## config.mk

```make
export PLATFORM = sky130hd
export DESIGN_NAME = dlx_mem_arbiter
export DESIGN_NICKNAME = d
export VERILOG_FILES = /design/src/rtl/dlx_mem_arbiter.sv
export SDC_FILE = /design/constraint.sdc
export NUM_CORES = 1
export LEC_CHECK = 0
export CAP_MARGIN = 20
export CORE_ASPECT_RATIO = 1.25
export CORE_MARGIN = 4
export CORE_UTILIZATION = 44
export DETAILED_ROUTE_END_ITERATION = 10
export PLACE_DENSITY = 0.85
export SLEW_MARGIN = 30
export SYNTH_ARGS = -nofsm -noshare
export SYNTH_HDL_FRONTEND = slang
export SYNTH_SLANG_ARGS = --single-unit
```

## constraint.sdc

```tcl
create_clock -name CLK -period 15.9 [get_ports CLK]
set_input_delay 3.975 -clock CLK [delete_from_list [all_inputs] [get_ports CLK]]
set_output_delay 3.975 -clock CLK [all_outputs]
set_load 0.02 [all_outputs]
```

## src/rtl/dlx_mem_arbiter.sv

```systemverilog
// Two-port (fetch / load-store) to one-port memory arbiter for a unified-memory DLX.
// Round-robin grant on contention, registered handshakes, and a stall watchdog that aborts hung accesses.
module dlx_mem_arbiter #(
    parameter int ADDRESS_SIZE   = 32,
    parameter int WORD_SIZE      = 32,
    parameter int TIMEOUT_CYCLES = 64
) (
    input  logic                    CLK,
    input  logic                    RST,
    input  logic [ADDRESS_SIZE-1:0] I_ADDRESS,
    input  logic                    I_ENABLE,
    output logic                    I_READY,
    output logic [WORD_SIZE-1:0]    I_DATA,
    input  logic [ADDRESS_SIZE-1:0] D_ADDRESS,
    input  logic                    D_ENABLE,
    input  logic                    D_READNOTWRITE,
    input  logic [WORD_SIZE-1:0]    D_WDATA,
    output logic                    D_READY,
    output logic [WORD_SIZE-1:0]    D_RDATA,
    output logic [ADDRESS_SIZE-1:0] M_ADDRESS,
    output logic                    M_ENABLE,
    output logic                    M_READNOTWRITE,
    output logic [WORD_SIZE-1:0]    M_WDATA,
    input  logic                    M_READY,
    input  logic [WORD_SIZE-1:0]    M_RDATA,
    output logic                    ERR
);
    localparam logic [1:0] S_IDLE   = 2'd0;
    localparam logic [1:0] S_BUSY_I = 2'd1;
    localparam logic [1:0] S_BUSY_D = 2'd2;
    localparam logic [1:0] S_DONE   = 2'd3;

    localparam int              WD_W    = $clog2(TIMEOUT_CYCLES);
    localparam logic [WD_W-1:0] WD_LAST = WD_W'(TIMEOUT_CYCLES - 1);

    logic [1:0]      state;
    logic            last_d;
    logic [WD_W-1:0] wd_cnt;
    logic            pick_d;
    logic            finish;
    logic [WORD_SIZE-1:0] cap_data;

    // D wins only when alone or when I held the previous grant.
    assign pick_d   = D_ENABLE && (!I_ENABLE || !last_d);
    assign finish   = M_READY || (wd_cnt == WD_LAST);
    // An aborted access hands back zero rather than whatever is on the bus.
    assign cap_data = M_READY ? M_RDATA : '0;

    always_ff @(posedge CLK or posedge RST) begin
        if (RST) begin
            state          <= S_IDLE;
            last_d         <= 1'b1;
            wd_cnt         <= '0;
            M_ADDRESS      <= '0;
            M_ENABLE       <= 1'b0;
            M_READNOTWRITE <= 1'b1;
            M_WDATA        <= '0;
            I_READY        <= 1'b0;
            D_READY        <= 1'b0;
            I_DATA         <= '0;
            D_RDATA        <= '0;
            ERR            <= 1'b0;
        end else begin
            I_READY <= 1'b0;
            D_READY <= 1'b0;
            case (state)
                S_IDLE: begin
                    wd_cnt <= '0;
                    if (I_ENABLE || D_ENABLE) begin
                        M_ENABLE <= 1'b1;
                        last_d   <= pick_d;
                        if (pick_d) begin
                            M_ADDRESS      <= D_ADDRESS;
                            M_READNOTWRITE <= D_READNOTWRITE;
                            M_WDATA        <= D_WDATA;
                            state          <= S_BUSY_D;
                        end else begin
                            M_ADDRESS      <= I_ADDRESS;
                            M_READNOTWRITE <= 1'b1;
                            state          <= S_BUSY_I;
                        end
                    end
                end
                S_BUSY_I, S_BUSY_D: begin
                    if (finish) begin
                        M_ENABLE <= 1'b0;
                        state    <= S_DONE;
                        if (!M_READY) ERR <= 1'b1;
                        if (state == S_BUSY_I) begin
                            I_READY <= 1'b1;
                            I_DATA  <= cap_data;
                        end else begin
                            D_READY <= 1'b1;
                            if (M_READNOTWRITE) D_RDATA <= cap_data;
                        end
                    end else begin
                        wd_cnt <= wd_cnt + 1'b1;
                    end
                end
                default: begin
                    state  <= S_IDLE;
                    wd_cnt <= '0;
                end
            endcase
        end
    end
endmodule
```

==> key figures <==
CTS
  – Clock root buffer: clkbuf_16
  – Htree depth: 4
  – CTS sink count: 142
  – CTS tree: done
  – CTS buffer count: 17
  – Hold_buf cts: 0
  – Setup bufs post-CTS: 0
  – Reg clk slew, reported paths: 0.06 ns
  – Skew-Pair Late Insertion Delay: 0.41 ns
  – CTS max path bufs: 2
  – PostCTS Resize Cnt: 0

Detailed routing
  – WL per Instance: 20.49 um
  – DR pass1 iterations: 4
  – Via-per-instance ratio: 5.344
  – Total wire length: 17620 um
  – Number of DRC markers in iteration 0: 220
  – Final ANT Viol Nets: 0
  – Remaining DRCs: 0
  – Via count: 4596

Pwr
  – Worst vdd ir: 120.4 uV
  – Switching share of power: 0.3680
  – Clock power share: 0.205
  – NetSw: 714.8 uW
  – Combinational fraction of design power: 0.466
  – Sequential share of power: 0.329
  – Pwr Density: 215.8 nW/um2
  – Internal power: 1.228 mW
  – LEAKAGE: 3.979 nW

Synth
  – Post-Syn Instances: 421
  – Synth cell types: 34
  – Area contributors post-synth: dfrtp_1 (62%), a22o_1 (9.6%), mux2_2 (6.4%)
  – Sequential-to-total area share from yosys stat: 0.6278
  – Synthesized cell area: 5664 um2
  – Avg Inst Size Synth: 13.45 um2
  – Synth area leader: dfrtp_1
  – Warnings from Yosys: 0
  – Synth Register Bits: 142
  – Syn Nets: 560
  – Post-synth top area share: 0.6185

GRT
  – Initial antenna violation count: 0
  – Largest net degree at the start of global routing: 74
  – First-pass GRT wire length: 26740 um
  – GRT overflow: 0
  – Vias in the first global route: 4889
  – GR Util All Layers: 0.2402

Die
  – Die Width: 109.5 um
  – Initial Util: 0.4473
  – Core area: 12660 um2
  – DIE AREA: 14760 um2
  – Boundary Pins: 267
  – Die Span Y: 134.9 um
  – Num rows: 46

Worst hold path
  – Min-Delay Path Depth: 2
  – Worst hold endpoint: M_ADDRESS[9]
  – Hold Crit Class: register to register
  – Hold path start: M_ADDRESS[9]

STA
  – Clk_skew: 0.008228 ns
  – Min Clock Period, post-route: 5.633 ns
  – Max Fclk: 177.5 MHz
  – Final Setup Violations: 0
  – Hold slack: 0.4779 ns
  – Fin crit share: 0.3543
  – Final hold vios: 0
  – Max-slew violations: 0
  – Setup TNS: 0 ns
  – Worst Tran Pin Value: 0.8171 ns
  – RSZ-0062 raised after global routing: no
  – Worst rel slew slack: 0.4534

Worst setup path
  – Critical Path, Cell by Cell: clkdlybuf4s50_1
  – Delay-heaviest family, CP: buffers and inverters
  – Worst path bufs/invs: 1
  – Max incr delay on CP: 0.64 ns
  – RR Endpoint: state[0]
  – Worst r2r src: state[0]
  – Setup crit end kind: output port
  – WP data arrival: 1.66 ns
  – Cells on worst reg2reg path: 5
  – CP max-delay cell: clkdlybuf4s50_1
  – Critical Path Start: M_READNOTWRITE
  – Startpoint types: register
  – CP required: 11.93 ns
  – Register-to-register setup slack: 13.86 ns
  – WS Path Type: register to output port
  – Crit Path Max Fanout: 4

Placement
  – DP HPWL: 12800 um
  – IO buf count: 266
  – GPL Wtd Cong: 0.7917
  – Placed insts: 830

Finish
  – Commonest non-fill, non-tap cell in the layout: clkdlybuf4s50_1
  – Layout Nets: 820
  – Non-Filler Instances: 860
  – N_diodes: 0
  – Area Growth Syn to Fin: 58.96%
  – Share of layout cells above drive strength 1: 0.1142
  – Most frequent cells in the layout: clkdlybuf4s50_1 (266), dfrtp_1 (140), a22o_1 (62)

Run status
  – Status: complete, no violations

Run
  – Max-capacitance violation count: 0
[final cells by class]
class / count / area, um2
fill: 888 / 3659
sequential: 142 / 3556
timing repair buffer: 269 / 2689
multi-input combinational: 244 / 1932
clock buffer: 19 / 442.9
tap: 168 / 210.2
clock inverter: 11 / 142.6
inverter: 7 / 31.28
[metal layers]
layer,track usage,vias up,wire (um)
li1,-,2048,-
met1,0.2669,2248,6197
met2,0.4019,270,8826
met3,0.1066,30,2160
met4,0.09217,0,437
met5,0,-,0
[stage by stage]
| step | total power, mW | instance area, um2 | utilization | worst slack (ns) |
|---|---|---|---|---|
| after global routing | 2.039 | 9004 | 0.7111 | 10.23 |
| final | 1.943 | 9004 | 0.7111 | 10.27 |
| after detailed placement | 1.543 | 8414 | 0.6645 | 9.998 |
| after global placement | 1.507 | 8412 | 0.6643 | 10.04 |
| after floorplan | 1.096 | 5664 | - | 8.119 |
| after CTS | 1.957 | 9000 | 0.7108 | 10.25 |
[power by group through the flow]
stage / Sequential [mW] / Clock (mW) / Combinational [mW]
2_1_floorplan: 0.814 / 0 / 0.281
3_3_place_gp: 0.628 / 0 / 0.879
3_5_place_dp: 0.638 / 0 / 0.905
4_1_cts: 0.639 / 0.403 / 0.914
5_1_grt: 0.657 / 0.420 / 0.963
6_report: 0.640 / 0.398 / 0.905
[worst max path at each step]
stage                endpoint  slack, ns  cells past startpoint
5_1_grt        M_READNOTWRITE      10.23                      1
3_3_place_gp       I_DATA[24]      10.04                      3
4_1_cts        M_READNOTWRITE      10.25                      1
2_1_floorplan      D_RDATA[0]       8.12                      1
6_report       M_READNOTWRITE      10.27                      1
3_5_place_dp      D_RDATA[12]       10.0                      3
[sequential cells by signal, indices dropped and copies added (netlist names)]
signal and flops:
D_RDATA 32, I_DATA 32, M_ADDRESS 32, M_WDATA 32, wd_cnt 6, state 2, D_READY 1, ERR 1
I_READY 1, M_ENABLE 1, M_READNOTWRITE 1, last_d 1
[cell usage after synthesis]
| library cell | number |
|---|---|
| and4b_1 | 2 |
| o31ai_1 | 2 |
| o21bai_1 | 1 |
| buf_6 | 6 |
| clkbuf_1 | 8 |
| nor2_1 | 6 |
| nand2_1 | 38 |
| buf_2 | 11 |
| and3_1 | 2 |
| a31o_2 | 1 |
| a21oi_1 | 6 |
| xnor2_1 | 1 |
| nor3b_1 | 2 |
| nand3b_4 | 2 |
| nand2b_1 | 1 |
| nor3_1 | 3 |
| a21boi_1 | 1 |
| a22o_1 | 62 |
| dfrtp_1 | 140 |
| nand2_2 | 1 |
| o21ai_0 | 35 |
| mux2_2 | 32 |
| nand3_2 | 1 |
| ha_1 | 5 |
| mux2_1 | 2 |
| nand3_1 | 1 |
| a311oi_1 | 1 |
| inv_1 | 7 |
| a22o_2 | 2 |
| buf_4 | 3 |
| a31oi_1 | 1 |
| dfstp_2 | 2 |
| mux2i_1 | 32 |
| o21a_4 | 1 |
[cells by family (layout without fill, tap and decap cells)]
group                      after synthesis  after routing  synth area share
AOI/OAI and AO/OA                      113            113            0.1478
xor gates and xnor gates                 1              1          0.001547
adders and majority gates                5              5           0.01104
buffers and inverters                   35            306           0.03556
DFF                                    142            142            0.6278
muxes                                   66             66            0.1241
and+or+nand+nor                         59             59           0.05213
(Power assumes the default switching activity.)
